===== src/rtl/lca_pkg.sv =====
// Shared types and defaults for the 16-bit LCA pipeline.
package lca_pkg;

  localparam int WORD_W = 16;

  typedef logic [WORD_W-1:0] word_t;

  localparam word_t DEFAULT_RESET_PC  = 16'h0000;
  localparam word_t DEFAULT_NOP_INSTR = 16'h0000;

  typedef enum logic [1:0] {
    IDLE,
    REQ,
    HOLD,
    DRAIN
  } fetch_state_e;

  // One delivered instruction as seen by the IF/ID register.
  typedef struct packed {
    word_t pc;
    word_t pcinc;
    word_t instr;
  } fetch_entry_t;

endpackage


===== src/rtl/fetch_stage_if.sv =====
// Instruction-memory request/ack bus between the fetch stage and imem.
interface fetch_stage_if;
  import lca_pkg::*;

  logic  req;
  word_t addr;
  logic  ack;
  word_t rdata;

  modport master (output req, addr, input ack, rdata);
  modport slave  (input req, addr, output ack, rdata);
endinterface


===== src/rtl/fetch_hold_buffer.sv =====
// One-entry {pc, pcinc, instr} holding register with load/clear and a full flag.
module fetch_hold_buffer
  import lca_pkg::*;
(
  input  logic         clk,
  input  logic         rst_n,
  input  logic         load,
  input  logic         clear,
  input  fetch_entry_t din,
  output fetch_entry_t dout,
  output logic         full
);

  fetch_entry_t entry;

  // NOTE: sequential state is written with <= so every flop samples pre-edge values.
  always_ff @(posedge clk or negedge rst_n) begin
    if (!rst_n)     full <= 1'b0;
    else if (clear) full <= 1'b0;
    else if (load)  full <= 1'b1;
  end

  // NOTE: the payload has no reset; it is only meaningful while full is set.
  always_ff @(posedge clk) begin
    if (load) entry <= din;
  end

  assign dout = entry;

endmodule


===== src/rtl/fetch_stage.sv =====
// LCA instruction fetch: owns the PC, runs the imem handshake, absorbs stalls, applies redirects.
module fetch_stage
  import lca_pkg::*;
#(
  parameter word_t RESET_PC  = DEFAULT_RESET_PC,
  parameter word_t NOP_INSTR = DEFAULT_NOP_INSTR
) (
  input  logic          clk,
  input  logic          reset,
  input  logic          stall,
  input  logic          redirect,
  input  word_t         redirect_pc,
  fetch_stage_if.master imem,
  output word_t         toPC,
  output word_t         toPCInc,
  output word_t         toIR,
  output logic          fetch_valid
);

  fetch_state_e state_q, state_d;
  word_t        pc_q, pc_d, addr_q, addr_d;
  logic         req_q, req_d, valid_q, valid_d;
  fetch_entry_t out_q, out_d;

  logic         buf_load, buf_clear, buf_full;
  fetch_entry_t buf_in, buf_out;
  word_t        pc_inc;
  logic         ack;

  assign pc_inc = pc_q + word_t'(1);
  assign ack    = imem.ack & req_q;
  assign buf_in = '{pc: pc_q, pcinc: pc_inc, instr: imem.rdata};

  fetch_hold_buffer u_hold (
    .clk   (clk),
    .rst_n (reset),
    .load  (buf_load),
    .clear (buf_clear),
    .din   (buf_in),
    .dout  (buf_out),
    .full  (buf_full)
  );

  // NOTE: every signal gets a default first so no path leaves one unassigned (no latches).
  always_comb begin
    state_d   = state_q;
    pc_d      = pc_q;
    addr_d    = addr_q;
    req_d     = req_q;
    valid_d   = valid_q;
    out_d     = out_q;
    buf_load  = 1'b0;
    buf_clear = 1'b0;

    case (state_q)
      IDLE: begin
        state_d = REQ;
        req_d   = 1'b1;
        addr_d  = pc_q;
      end
      REQ: begin
        if (redirect) begin
          pc_d        = redirect_pc;
          out_d.instr = NOP_INSTR;
          valid_d     = 1'b0;
          buf_clear   = 1'b1;
          // An acked word is simply dropped; an unacked one must be drained first.
          if (ack) addr_d  = redirect_pc;
          else     state_d = DRAIN;
        end else if (ack && !stall) begin
          out_d   = buf_in;
          valid_d = 1'b1;
          pc_d    = pc_inc;
          addr_d  = pc_inc;
        end else if (ack) begin
          buf_load = 1'b1;
          pc_d     = pc_inc;
          addr_d   = pc_inc;
          req_d    = 1'b0;
          state_d  = HOLD;
        end else if (!stall) begin
          out_d.instr = NOP_INSTR;
          valid_d     = 1'b0;
        end
      end
      HOLD: begin
        if (redirect) begin
          pc_d        = redirect_pc;
          out_d.instr = NOP_INSTR;
          valid_d     = 1'b0;
          buf_clear   = 1'b1;
          req_d       = 1'b1;
          addr_d      = redirect_pc;
          state_d     = REQ;
        end else if (!stall) begin
          if (buf_full) begin
            out_d   = buf_out;
            valid_d = 1'b1;
          end else begin
            out_d.instr = NOP_INSTR;
            valid_d     = 1'b0;
          end
          buf_clear = 1'b1;
          req_d     = 1'b1;
          addr_d    = pc_q;
          state_d   = REQ;
        end
      end
      DRAIN: begin
        if (redirect) pc_d = redirect_pc;
        if (ack) begin
          addr_d  = pc_d;
          state_d = REQ;
        end
      end
      default: state_d = IDLE;
    endcase
  end

  always_ff @(posedge clk or negedge reset) begin
    if (!reset) begin
      state_q <= IDLE;
      pc_q    <= RESET_PC;
      addr_q  <= RESET_PC;
      req_q   <= 1'b0;
      valid_q <= 1'b0;
      out_q   <= '{pc: '0, pcinc: '0, instr: NOP_INSTR};
    end else begin
      state_q <= state_d;
      pc_q    <= pc_d;
      addr_q  <= addr_d;
      req_q   <= req_d;
      valid_q <= valid_d;
      out_q   <= out_d;
    end
  end

  assign imem.req    = req_q;
  assign imem.addr   = addr_q;
  assign toPC        = out_q.pc;
  assign toPCInc     = out_q.pcinc;
  assign toIR        = out_q.instr;
  assign fetch_valid = valid_q;

endmodule


===== src/flat_wrapper.sv =====
// flat-port wrapper written by rule: the top's interface ports become plain ports
module fetch_stage_flat import lca_pkg::*;
#(
  parameter word_t RESET_PC  = DEFAULT_RESET_PC,
  parameter word_t NOP_INSTR = DEFAULT_NOP_INSTR
)
  (clk, reset, stall, redirect, redirect_pc, toPC, toPCInc, toIR, fetch_valid, imem_req, imem_addr, imem_ack, imem_rdata);
  fetch_stage_if imem_i ();
  input  logic clk;
  input  logic reset;
  input  logic stall;
  input  logic redirect;
  input  word_t redirect_pc;
  output word_t toPC;
  output word_t toPCInc;
  output word_t toIR;
  output logic fetch_valid;
  output wire logic [$bits(imem_i.req)-1:0] imem_req;
  output wire logic [$bits(imem_i.addr)-1:0] imem_addr;
  input wire logic [$bits(imem_i.ack)-1:0] imem_ack;
  input wire logic [$bits(imem_i.rdata)-1:0] imem_rdata;
  assign imem_req = imem_i.req;
  assign imem_addr = imem_i.addr;
  assign imem_i.ack = imem_ack;
  assign imem_i.rdata = imem_rdata;
  fetch_stage #(.RESET_PC(RESET_PC), .NOP_INSTR(NOP_INSTR)) u_core (.clk(clk), .reset(reset), .stall(stall), .redirect(redirect), .redirect_pc(redirect_pc), .imem(imem_i), .toPC(toPC), .toPCInc(toPCInc), .toIR(toIR), .fetch_valid(fetch_valid));
endmodule

===== config.mk =====
export PLATFORM = sky130hd
export DESIGN_NAME = fetch_stage_flat
export DESIGN_NICKNAME = d
export VERILOG_FILES = /design/src/rtl/lca_pkg.sv /design/src/rtl/fetch_stage_if.sv /design/src/rtl/fetch_hold_buffer.sv /design/src/rtl/fetch_stage.sv /design/src/flat_wrapper.sv
export SDC_FILE = /design/constraint.sdc
export NUM_CORES = 1
export LEC_CHECK = 0
export CAP_MARGIN = 20
export CORE_UTILIZATION = 49
export CTS_CLUSTER_DIAMETER = 200
export DETAILED_ROUTE_END_ITERATION = 16
export PLACE_DENSITY_LB_ADDON = 0.15
export SKIP_LAST_GASP = 1
export SYNTH_ARGS = -nofsm -noshare
export SYNTH_HDL_FRONTEND = slang
export SYNTH_SLANG_ARGS = --single-unit

===== constraint.sdc =====
create_clock -name clk -period 3.4 [get_ports clk]
set_input_delay 0.51 -clock clk [delete_from_list [all_inputs] [get_ports clk]]
set_output_delay 0.51 -clock clk [all_outputs]
set_load 0.05 [all_outputs]

Word level (Yosys, flattened, before mapping)
Index checks and enable logic that the tools add are counted.
- bits in registers: 133
- input bits: 37
- output and inout bits: 66
- logic and storage cells: 103
- add/sub/neg operators: 1
- equal/unequal tests: 20
- muxes and demuxes: 55
- bitwise logic cells: 1
- reductions and logical operators: 14
- operators by type and width (cell ; number):
    $mux 16 ; 15
    $mux 32 ; 4
    $pmux 48 s2 ; 1
    $pmux 16 s4 ; 1
    $mux 48 ; 1
    $pmux 16 s2 ; 1
    $mux 1 ; 21
    $add 16x1->16 const B ; 1
    $mux 2 ; 7
    $ne 2x2->1 const B ; 5
    $reduce_and 5->1 ; 2
    $ne 3x3->1 const B ; 3
    $pmux 2 s4 ; 1
    $reduce_and 4->1 ; 2
    $ne 2x1->1 const B ; 3
    $ne 3x2->1 const B ; 2
    $reduce_and 6->1 ; 1
    $reduce_bool 2->1 ; 3
    $eq 2x2->1 const B ; 2
    $ne 4x2->1 const B ; 1
    $ne 4x3->1 const B ; 1
    $ne 4x4->1 const B ; 1
    $pmux 1 s2 ; 2
    $ne 3x1->1 const B ; 1
    other kinds (9) ; 9

Longest topological paths before layout
Gate-level depths: netlist of the first run.
- depth after elaboration: 7
- gate-level depth with buffers: 9
- depth with buffers taken out: 6

Modules after synthesis
A second synthesis of the first run with hierarchy kept.
- cell total of the unflattened synthesis: 628
- area, all modules: 6476.2 um2
- by module, submodules not included (module ; times used ; cells each ; area an instance (um2) ; sequential area each (um2)):
    fetch_stage ; 1 ; 578 ; 4999.8 ; 2102.0
    fetch_hold_buffer ; 1 ; 50 ; 1476.4 ; 1466.4

Worst setup path before layout of the first run
No wires, ideal clock.
- path kind: input -> register
- start: in redirect
- end: reg u_core.u_hold.entry, in the netlist u_core.u_hold.dout[0], enable pin
- setup time: 455 ps
- arrival time: 3053 ps
- data required time: 2945 ps
- path slack: -109 ps
- cell stages on the path: 4
- path buffers: 2
- cells stage by stage: buf_2 buf_2 nand2b_1 nor2_1
- word-level cells in the longest chain between the ends: 2
- ends and longest elaborated chain (what ; line ; source):
    start, declared ; flat_wrapper.sv:12 ; input logic redirect;
    $mux 1 ; fetch_stage.sv:62 ; if (redirect) begin
    $mux 1 ; fetch_stage.sv:55 ; case (state_q)
    via u_core.buf_load ; fetch_stage.sv:25 ; logic buf_load, buf_clear, buf_full;
    end signal, assigned ; fetch_hold_buffer.sv:25 ; if (load) entry <= din;
    end, declared ; fetch_hold_buffer.sv:14 ; fetch_entry_t entry;
The timed path passes the listed nets, and every way through them passes these cells.
A chain may end at the register's enable or synchronous reset.

Final worst setup path of the first run
- start: reg u_core.state_q[0]
- end: reg u_core.addr_q[3] (netlist: u_core.imem.addr[3])
- word-level cells in the longest chain between the ends: 3
- elaborated cells between the ends (all ways): 10
- classes of those cells: eq/ne: 7; mux: 1; reduce/logical: 2
- ends and longest elaborated chain (what ; line ; source):
    start, declared ; fetch_stage.sv:20 ; fetch_state_e state_q, state_d;
    start signal, assigned ; fetch_stage.sv:129 ; state_q <= state_d;
    $eq 2x1->1 or $eq 2x2->1 (tied branches) ; fetch_stage.sv:55 ;
    $ne 3x1->1 (no source line), or another cell as far along ; -- ;
    $reduce_and 4->1 (no source line) ; -- ;
    end signal, assigned ; fetch_stage.sv:131 ; addr_q <= addr_d;
    end, declared ; fetch_stage.sv:21 ; word_t pc_q, pc_d, addr_q, addr_d;
Several ways; a longest one is shown, not always the timed one.

==> summary by stage, run 1 <==
Status
The run finished with clean final reports.

Synthesis
In the post-synthesis netlist, the cell with the most instances is dfrtp_1. Ranked by total cell area, the synthesized netlist is headed by dfrtp_1, edfxtp_1, mux2i_1. The count of distinct cell types in the synthesized netlist is 70.

Of the synthesized area, sequential elements account for 0.534. The share of synthesized area in the top cell type comes to 0.318. In this run, synthesis produced a sequential element count of 133. Among all flip-flop cells after synthesis, the most frequent one is dfrtp_1. A synthesized cell averages 10.6 sq um. Synthesis handed over a netlist of 633 instances.

When the netlist entered floorplanning its net count stood at 675. By count the netlist is led by dfrtp_1, nand2_1, o21ai_0. The number of enable-type register cells in the synthesized netlist is 48. For this run, the number of Yosys warnings is 0. The share of flip-flops with an asynchronous set or reset after synthesis is 0.639. The synthesized design spends more area on one cell type than any other, namely dfrtp_1. The summed instance area of the synthesized netlist is 6680 sq um.

Placed design
The congestion estimate from routability-driven global placement came to 0.899. The detailed-placement wirelength estimate is 11.5 mm. In this run the tool buffered the top-level ports with 102 buffer cells. The placed instance count is 870.

Pwr
The part of the total power dissipated in sequential elements is 0.325. The combinational fraction of design power is 0.463. The switching share of power is 0.444. The internal power component is 4.79 mW. The net load switching power is 3.83 mW.

The leakage power summed over all cells is 3.20 nW. The power density normalized to cell area is 1030 nW/um^2. The largest vdd supply drop is 0.000560 V. The share of total power dissipated in the clock network is 0.211.

STA
The setup violation total in the final timing report is 0. The transition at the pin with the smallest max-transition slack is 0.749 ns. The count of final max-slew check failures came to 0. The final number of hold-violating endpoints is 0.

The minimum clock period is 2.88 ns. Setup repair after global routing left no endpoint under its margin. In this run the tightest slew margin relative to its limit is 0.501.

Based on the critical path, the design can be clocked at up to 347 MHz. The setup total negative slack is 0 ns. Across the routed clock network, the largest skew measured is 0.00689 ns. Of the available clock period, the critical path in the final layout requires 0.847.

Layout
The number of antenna diodes in the final layout is 0. Of the cells placed in the final design, the portion with a size suffix greater than 1 is 0.0923. The area growth from synthesis to layout is 25.6%. The number of filler cells placed in the layout is 1092. For this run, the post-layout net count is 755. The number of cells in the finished layout apart from fillers is 902.

Worst setup path
Measured in cells, the most critical reg-to-reg path has a length of 6. The worst-case register-to-register setup slack is 0.52 ns. The launching element type of the critical path is a flop. The worst setup path is of the flop to flop kind. The reg-to-reg endpoint is u_core.imem.addr[3]. The worst-path maximum fanout is 28. Data on the critical path is required at its endpoint by 3.70 ns. The startpoint of the most critical register-to-register path is u_core.state_q[0].

The data arrival time of the critical path is 3.18 ns. The worst setup path is captured at a flop.

Clock tree
The number of sinks handled by clock tree synthesis is 133. In this run the deepest clock path goes through 2 buffers. Once the clock tree was built, the setup fixing pass inserted 0 buffers. The cell sitting at the root of the clock tree is a clkbuf_16. At the later pin of the worst-skew pair, clock insertion delay measures 0.42 ns. After clock tree synthesis, the clock-pin slew on the worst setup and hold paths is 0.06 ns. TritonCTS created 17 clock buffers.

Gates resized during post-CTS repair numbered 0. Buffers inserted to repair hold after CTS numbered 0. TritonCTS built the clock tree. In this run the number of H-tree levels came out at 4.

Floorplan
The vertical die dimension is 119 um. The number of rows created at floorplan is 42. The die boundary width is 119 um.

The die covers 14100 sq um. For this configuration, the core starts out at a cell density of 0.503. The count of pins on the block boundary is 103. The standard cell core area is 13300 sq um.

Global routing
The first global-routing pass estimated 27.8 mm of wire. For this run the aggregate overflow at the end of global routing stands at 0. The via count of the first global-routing pass is 5237. Across every metal layer, demand over resource in global routing totals 0.254. The initial antenna violation count is 0. The pin count of the biggest net entering global routing is 67.

Route
The first-pass iteration count of the detailed router is 6. The number of nets with antenna violations after detailed routing is 0. The post-detailed-routing wire length is 17.0 mm. The number of design-rule violations left by the first detailed-router iteration is 736.

Summing over every cut layer, the via total after detailed routing is 5404. For this run, design rule violations remaining after detail routing come to 0. The detail-routed via count per cell is 5.99. The routed length per placed instance is 18.8 um.

Worst hold path
The min-delay analysis places its worst path in the category primary input to asynchronous set/reset pin.

Run
The tool flagged a number of max-cap violations equal to 0.
-- placed cells by master, fill, tap and decap left out, types with 6 or more instances in the layout --
| cell type | Yosys | final |
|---|---|---|
| nor3_1 | 17 | 17 |
| o31ai_1 | 12 | 12 |
| a22oi_1 | 16 | 16 |
| clkbuf_16 | 0 | 17 |
| a21oi_1 | 16 | 16 |
| o31a_1 | 6 | 6 |
| or2_2 | 7 | 7 |
| nand2b_1 | 8 | 8 |
| dfrtp_1 | 85 | 85 |
| nand3_1 | 7 | 7 |
| clkdlybuf4s50_1 | 0 | 101 |
| nor2b_1 | 10 | 10 |
| o21ai_0 | 67 | 67 |
| a211oi_1 | 7 | 7 |
| mux2i_1 | 44 | 44 |
| buf_4 | 3 | 17 |
| edfxtp_1 | 48 | 48 |
| nand2_1 | 70 | 70 |
| nor4_1 | 7 | 7 |
| inv_1 | 12 | 12 |
| nor2_1 | 34 | 33 |
| o221ai_1 | 8 | 8 |
-- cell type report --
type                            instances  area, sq um  share of cell area
Clock inverter                         10          130              0.0155
Timing Repair Buffer                  120         1180               0.140
Clock buffer                           22          454              0.0541
Tap cell                              176          220              0.0262
Inverter                               13         48.8             0.00581
Multi-Input combinational cell        428         2790               0.333
Sequential cell                       133         3570               0.425
-- per-stage QoR --
stage                util  instance area (sq um)  setup slack (ns)  hold slack, ns  power (mW)
finish              0.631                   8390             0.519          0.0777        8.62
global route        0.631                   8390             0.381           0.131        9.07
CTS                 0.631                   8390             0.543          0.0903        8.63
detailed placement  0.587                   7810             0.604           0.471        6.77
global placement    0.587                   7810             0.606           0.465        6.70
floorplan               -                   6680             0.692           0.214        5.48
-- critical path: stages, from the launching register on --
cell and delay (ns):
dfrtp_1 0.44, inv_1 0.11, ha_2 0.68, and3b_1 0.47, or2_1 0.58, nor3_1 0.11
a211oi_1 0.35
-- how the worst max path moves through the flow --
stage | start | depth (start not counted) | end
2_1_floorplan | redirect | 4 | u_core.u_hold.dout[0]
3_3_place_gp | u_core.state_q[0] | 6 | u_core.imem.addr[3]
3_5_place_dp | u_core.state_q[0] | 6 | u_core.imem.addr[3]
4_1_cts | u_core.state_q[0] | 6 | u_core.imem.addr[3]
5_1_grt | u_core.state_q[0] | 6 | u_core.imem.addr[3]
6_report | u_core.state_q[0] | 6 | u_core.imem.addr[3]
-- cell families (layout without fill, tap and decap cells) --
kind of cell | after synthesis | in the layout | share of synthesized area
fa+ha+maj | 5 | 5 | 0.00936
compound gates | 188 | 188 | 0.193
mux | 45 | 45 | 0.0676
xor+xnor | 8 | 8 | 0.0116
flops | 133 | 133 | 0.534
buf+inv | 72 | 165 | 0.0492
simple gates | 182 | 182 | 0.136
-- registers in the layout, summed over array words and instances (netlist names) --
register,cells
u_core.pc_q,16
u_core.toPC,16
u_core.state_q,2
u_core.fetch_valid,1
u_core.u_hold.full,1
u_core.imem.req,1
u_core.toPCInc,16
u_core.imem.addr,16
u_core.u_hold.dout,48
u_core.toIR,16
-- power by group through the flow --
stage / combinational (mW) / sequential [mW] / clock, mW
floorplan: 1.86 / 3.62 / 0
global placement: 3.91 / 2.79 / 0
detailed placement: 3.96 / 2.81 / 0
CTS: 3.99 / 2.79 / 1.84
global route: 4.29 / 2.87 / 1.91
finish: 3.99 / 2.80 / 1.82
-- per-layer routing --
metal,routed length (um),share of wire,global-route usage
met4,350,0.021,0.113
met5,0,0,0
met1,7750,0.46,0.373
met3,1410,0.083,0.0526
met2,7450,0.44,0.360
No activity file was read; power rests on OpenSTA's default activity.
==> inputs of run 2 (changes only) <==
Settings changed: CORE_UTILIZATION 49 to 50.
Clock period 3.4 ns to 2.7 ns, I/O delays scaled along.
==> run 2 against run 1 <==
Combinational power rose by 37%. Hold slack worse by 0.058 ns. Total power grew 29%. Sequential share of layout area decreased by 1.1 points. Critical endpoint is now u_core.pc_q[10]. Largest cell class unchanged. Largest power group unchanged. Highest routed layer unchanged.
==> summary by stage, run 2 (same netlist as run 1, synthesis figures left out) <==
Status
The run finished with clean final reports.

Floorplan
The vertical die dimension is 118 um (-0.99%). The number of rows created at floorplan is 41 (-2.4%). The count of pins on the block boundary was 103 (unchanged). The die boundary width came to 118 um (-0.99%). The standard cell core area is 12800 sq um (-3.5%). The initial standard-cell utilization of the core is 0.521 (+0.0184). The full die area is 13800 sq um (-2.0%).

STA
The highest achievable clock rate is 423 MHz (+22%). Setup repair after global routing left no endpoint under its margin. The final cycle utilization of the critical path is 0.876 (+0.0288). The tightest slew margin relative to the limit was 0.535 (+0.0336). The minimum clock period came to 2.37 ns (-0.516 ns). The setup violation total in the final timing report is 0 (unchanged). The transition at the pin with the smallest max-transition slack is 0.698 ns (-0.0504 ns). The final number of hold-violating endpoints is 0 (unchanged).

The setup total negative slack came to 0 ns (unchanged). The worst setup slack after layout was 0.334 ns (-0.184 ns). The count of final max-slew check failures is 0 (unchanged). The worst-case clock skew is 0.00686 ns (-0.0000305 ns). The minimum hold slack is 0.0199 ns (-0.0579 ns).

Route
The detailed-route DRC error count is 0 (unchanged). The first-pass iteration count of the detailed router came to 6 (unchanged). The routed length per placed instance is 19.6 um (+4.5%).

The post-detailed-routing wire length is 18.2 mm (+7.4%). The detail-routed via count per cell is 6.00 (+0.11%). The number of design-rule violations left by the first detailed-router iteration is 503 (-32%). The total number of vias is 5560 (+2.9%). The number of nets with antenna violations after detailed routing is 0 (unchanged).

Worst setup path
The number of buffers and inverters on the critical path is 2 (+1). The category of cells accounting for the largest share of critical-path delay is compound AO/OA/AOI/OAI gates. The worst-case register-to-register setup slack is 0.33 ns (-0.18 ns). The worst setup path is captured at a flop.

The slowest cell on the critical path is dfrtp_1. The required time at the worst-slack endpoint is 3.00 ns (-0.70 ns). The data arrival time of the critical path is 2.66 ns (-0.52 ns). Traced cell by cell, the critical path runs through inv_1 -> ha_1 -> buf_4 -> nor2b_1 -> a21o_1 -> nor3_1 -> a221o_1.

The worst-path maximum fanout is 14 (-50%). The worst stage delay on the critical path is 0.42 ns (-0.26 ns). The number of cells on the worst reg-to-reg path is 7 (+1).

The reg-to-reg endpoint is u_core.pc_q[10]. The worst setup path is launched from a flop. The setup path with the least slack is of type flop to flop. In this run the critical register-to-register path is launched from u_core.state_q[1].

Clock tree
The cell sitting at the root of the clock tree is a clkbuf_16. The number of sinks handled by clock tree synthesis came to 133 (unchanged). The number of buffers inserted by post-CTS setup repair is 0 (unchanged). The number of gates resized after CTS is 0 (unchanged). The clock-pin slew on the worst setup and hold paths is 0.06 ns (about the same). The TritonCTS buffer count is 17 (unchanged).

TritonCTS built the clock tree. The number of hold buffers added after cts is 0 (unchanged). The source-to-sink clock delay at the later pin of the worst-skew pair is 0.42 ns (about the same). The H-tree level count is 4 (unchanged). The maximum clock path buffer count is 2 (unchanged).

Worst hold path
The path class of the tightest hold or removal check is primary input to asynchronous set/reset pin.

Layout
The number of cells in the finished layout apart from fillers is 927 (+2.8%). The number of diodes is 0 (unchanged). The area occupied by multi-input gates is 2790 sq um (unchanged). The number of nets in the finished design is 784 (+3.8%).

Leaving out fill and tap cells, the most frequent cells in the layout are clkdlybuf4s50_1, dfrtp_1, nand2_1. The most common cell after layout, fill and taps aside is clkdlybuf4s50_1. The storage element area is 3570 sq um (unchanged). The flip-flop count of the largest register, all copies and words added came to 48 (unchanged).

The fraction of final layout cells sized beyond drive strength 1 came to 0.131 (+0.0388). The area growth from synthesis to layout is 28.9%. The number of filler cells placed in the layout is 1052 (-3.7%).

Pwr
The largest vdd supply drop is 0.000582 V (+4.0%). The final total power was 11.1 mW (+29%). The power density normalized to cell area is 1290 nW/um^2 (+26%). The leakage power summed over all cells is 3.33 nW (+4.2%).

Global routing
The wire length of the first global-routing pass is 29.9 mm (+7.5%). The via count of the first global-routing pass is 5477 (+4.6%). The global-route usage over all layers is 0.279 (+0.0255). The initial antenna violation count is 0 (unchanged). The pin count of the biggest net entering global routing is 49 (-27%). The aggregate global routing overflow is 0 (unchanged).

Placed design
The detailed-placement wirelength estimate came to 12.7 mm (+10%). The weighted congestion at the end of routability-driven global placement is 0.905 (+0.70%). The placed instance count is 895 (+2.9%).

The placement-stage worst setup slack came to 0.237 ns (-0.367 ns). The number of buffers added on ports is 102 (unchanged).

Run
The max-cap check violation count came to 0 (unchanged).
[run 2: worst reg2reg max path, cell delays in order, from the launching register on]
cell,delay (ns)
dfrtp_1,0.42
inv_1,0.09
ha_1,0.34
buf_4,0.28
nor2b_1,0.20
a21o_1,0.41
nor3_1,0.18
a221o_1,0.33
[run 2: area by class of cell]
class / count / share of cell area
clock inverters: 13 / 0.0154
clock buffers: 19 / 0.0514
well taps: 172 / 0.0250
repair buffers: 149 / 0.164
inverters: 13 / 0.00567
flip-flops and latches: 133 / 0.414
multi-input cells: 428 / 0.324
[run 2: through the flow]
stage	area (sq um)	util
2_1_floorplan	6680	-
3_3_place_gp	8040	0.627
3_5_place_dp	8040	0.627
4_1_cts	8610	0.671
5_1_grt	8610	0.671
6_report	8610	0.671
[run 2: how the worst max path moves through the flow]
stage               cells past startpoint               from                    end  slack [ns]
floorplan                               5  u_core.state_q[1]  u_core.u_hold.dout[0]        0.09
global placement                        6           redirect    u_core.imem.addr[9]        0.35
detailed placement                      6           imem_ack         u_core.toIR[4]        0.24
CTS                                     7  u_core.state_q[1]        u_core.pc_q[11]        0.35
global route                            7  u_core.state_q[1]        u_core.pc_q[11]        0.19
finish                                  7  u_core.state_q[1]        u_core.pc_q[10]        0.33
[run 2: power by group]
part	internal [mW]	switching [mW]
clock	1.38	0.875
sequential	2.80	0.563
combinational	1.96	3.52
total	6.13	4.96
[run 2: per-layer routing]
layer,global-route usage,vias up,part of all wire
li1,-,2576,-
met5,0,-,0
met3,0.0693,18,0.066
met4,0.0705,0,0.011
met1,0.412,2746,0.47
met2,0.411,220,0.45
==> edit: new RTL, config.mk and constraints of run 1 <==
Make the reset (`reset` and `rst_n`) synchronous in 2 clocked blocks.
--- a/src/rtl/fetch_hold_buffer.sv
+++ b/src/rtl/fetch_hold_buffer.sv
@@ -14,7 +14,7 @@
   fetch_entry_t entry;
 
   // NOTE: sequential state is written with <= so every flop samples pre-edge values.
-  always_ff @(posedge clk or negedge rst_n) begin
+  always_ff @(posedge clk) begin
     if (!rst_n)     full <= 1'b0;
     else if (clear) full <= 1'b0;
     else if (load)  full <= 1'b1;
--- a/src/rtl/fetch_stage.sv
+++ b/src/rtl/fetch_stage.sv
@@ -117,7 +117,7 @@
     endcase
   end
 
-  always_ff @(posedge clk or negedge reset) begin
+  always_ff @(posedge clk) begin
     if (!reset) begin
       state_q <= IDLE;
       pc_q    <= RESET_PC;
Formal check against the unedited RTL: differs if reset is asserted again (counterexample within 4 cycles, from zero or initial values and one cycle with reset low); with reset held inactive, the same outputs for 4 cycles.
==> edit against run 1 <==
  * Highest routed layer unchanged
  * Fmax grew 13%
  * Routed wire length grew 26%
  * Critical endpoint is now u_core.u_hold.dout[30]$_DFFE_PP_
  * Count of clock-buffer cells in the layout is the same
  * Sequential cell count is the same
  * Setup slack gained 0.34 ns
  * Critical path type unchanged
  * Worst hold slack gained 0.39 ns
  * Area after synthesis shrank 2.0%
  * Die area shrank 2.0%
  * Final cell count grew 6.8%
  * Via count grew 14%
  * Cell area is essentially flat
Power is not compared: it rests on default switching activity, and its combinational part moved more than twofold at a synthesized area within 25%.
==> edit: results (changes against run 1) <==
worstPathMaxFanout: 12  # -57%
dp_cells: 931  # +7.0%
regToRegSetupSlack_ns: 0.86  # +0.34 ns
synthArstFlopShare_pct: 0  # -64 points
drive_above_1_share_pct: 11.00  # +1.8 points
fillers: 1041  # -4.7%
place_ws_ns: 0.6250  # +0.02082 ns
syn_nets: 734  # +8.7%
ys.flop_type: "dfxtp_1"
worstPathArrival_ns: 2.71  # -0.47 ns
met2_usage_pct: 47.12  # +11 points
first_iter_violations: 702  # -4.6%
r2r-start: "u_core.pc_q[0]$_SDFFE_PN0P_"
grt_pass1_wl_um: 33300  # +20%
slowest_stage: "nor4_1"
synth_area_leaders: "dfxtp_1 (26%), edfxtp_1 (22%), nor2_1 (2.9%)"
use_met1_pct: 42.73  # +5.5 points
status: "finished clean"
grt_start_max_net_pins: 63  # -6.0%
slew_headroom_pct: 46.37  # -3.7 points
nNetsFinal: 820  # +8.6%
ys_seq_area_share_pct: 48.00  # -5.4 points
dpl_cell_area_um2: 7765  # -0.58%
ys_types: 69  # -1.4%
met3_usage_pct: 7.510  # +2.2 points
routed_wirelength_um: 21400  # +26%
edit: cell types whose count changed after synthesis, moves of 12 or more:
cell	before	now
nor3_1	17	29
a21oi_1	16	29
mux2i_1	44	17
o21ai_0	67	27
nand2_1	70	46
clkbuf_1	24	48
o211ai_1	1	23
a221oi_1	5	18
nor2_1	34	51
dfxtp_1	0	85
nand4_1	3	16
dfrtp_1	85	0
edit: kinds of logic after synthesis:
kind of cell	after synthesis	share of synthesized area, %
muxes	21	3.287
and+or+nand+nor	218	16.85
AOI/OAI and AO/OA	213	23.91
buffers and inverters	93	5.790
xor gates and xnor gates	9	1.204
adders and majority gates	5	0.9555
DFF	133	48.00
edit: how the worst max path moves through the flow:
stage	slack (ns)	startpoint	endpoint
after global routing	0.64	u_core.state_q[0]$_SDFFE_PN0P_	u_core.toIR[0]$_SDFFE_PN0P_
after detailed placement	0.62	redirect	u_core.toIR[11]$_SDFFE_PN0P_
after floorplan	0.70	u_core.state_q[1]$_SDFFE_PN0P_	u_core.u_hold.dout[0]$_DFFE_PP_
after CTS	0.84	u_core.state_q[0]$_SDFFE_PN0P_	u_core.toIR[15]$_SDFFE_PN0P_
after global placement	0.70	redirect	u_core.toIR[4]$_SDFFE_PN0P_
final	0.86	u_core.pc_q[0]$_SDFFE_PN0P_	u_core.u_hold.dout[30]$_DFFE_PP_
edit: worst max-delay path: cells and delay by family, from the launching register on:
family | cells | cell delay [ns]
buf+inv | 2 | 0.25
xor+xnor | 1 | 0.25
flops | 1 | 0.31
fa+ha+maj | 1 | 0.35
simple gates | 2 | 1.13
edit: area by class of cell:
cell class	instances	area (um^2)	share of cell area, %
clock buffers	22	495.5	5.897
flip-flops and latches	133	3143	37.41
inverters	24	90.09	1.072
well taps	172	215.2	2.561
multi-input cells	466	3029	36.05
repair buffers	136	1287	15.32
clock inverters	10	141.4	1.683
edit: per-stage QoR:
step                power, uW  hold slack, ns
finish                   4847          0.4666
global route             5009          0.4741
CTS                      4848          0.4668
detailed placement       2900          0.4565
global placement         2884          0.4494
floorplan                2513          0.4029
edit: metal layers:
| metal | up-vias | wire length (um) |
|---|---|---|
| li1 | 2826 | - |
| met3 | 56 | 1880 |
| met4 | 0 | 739 |
| met2 | 331 | 9682 |
| met1 | 2957 | 9098 |
| met5 | - | 0 |
edit: power by group:
part           leakage, uW  switching [uW]  internal (uW)  total [uW]
Combinational      0.00155             687            370        1060
Sequential         0.00113            77.9           1750        1830
Clock             0.000308             705           1260        1960
Total              0.00299            1470           3380        4850
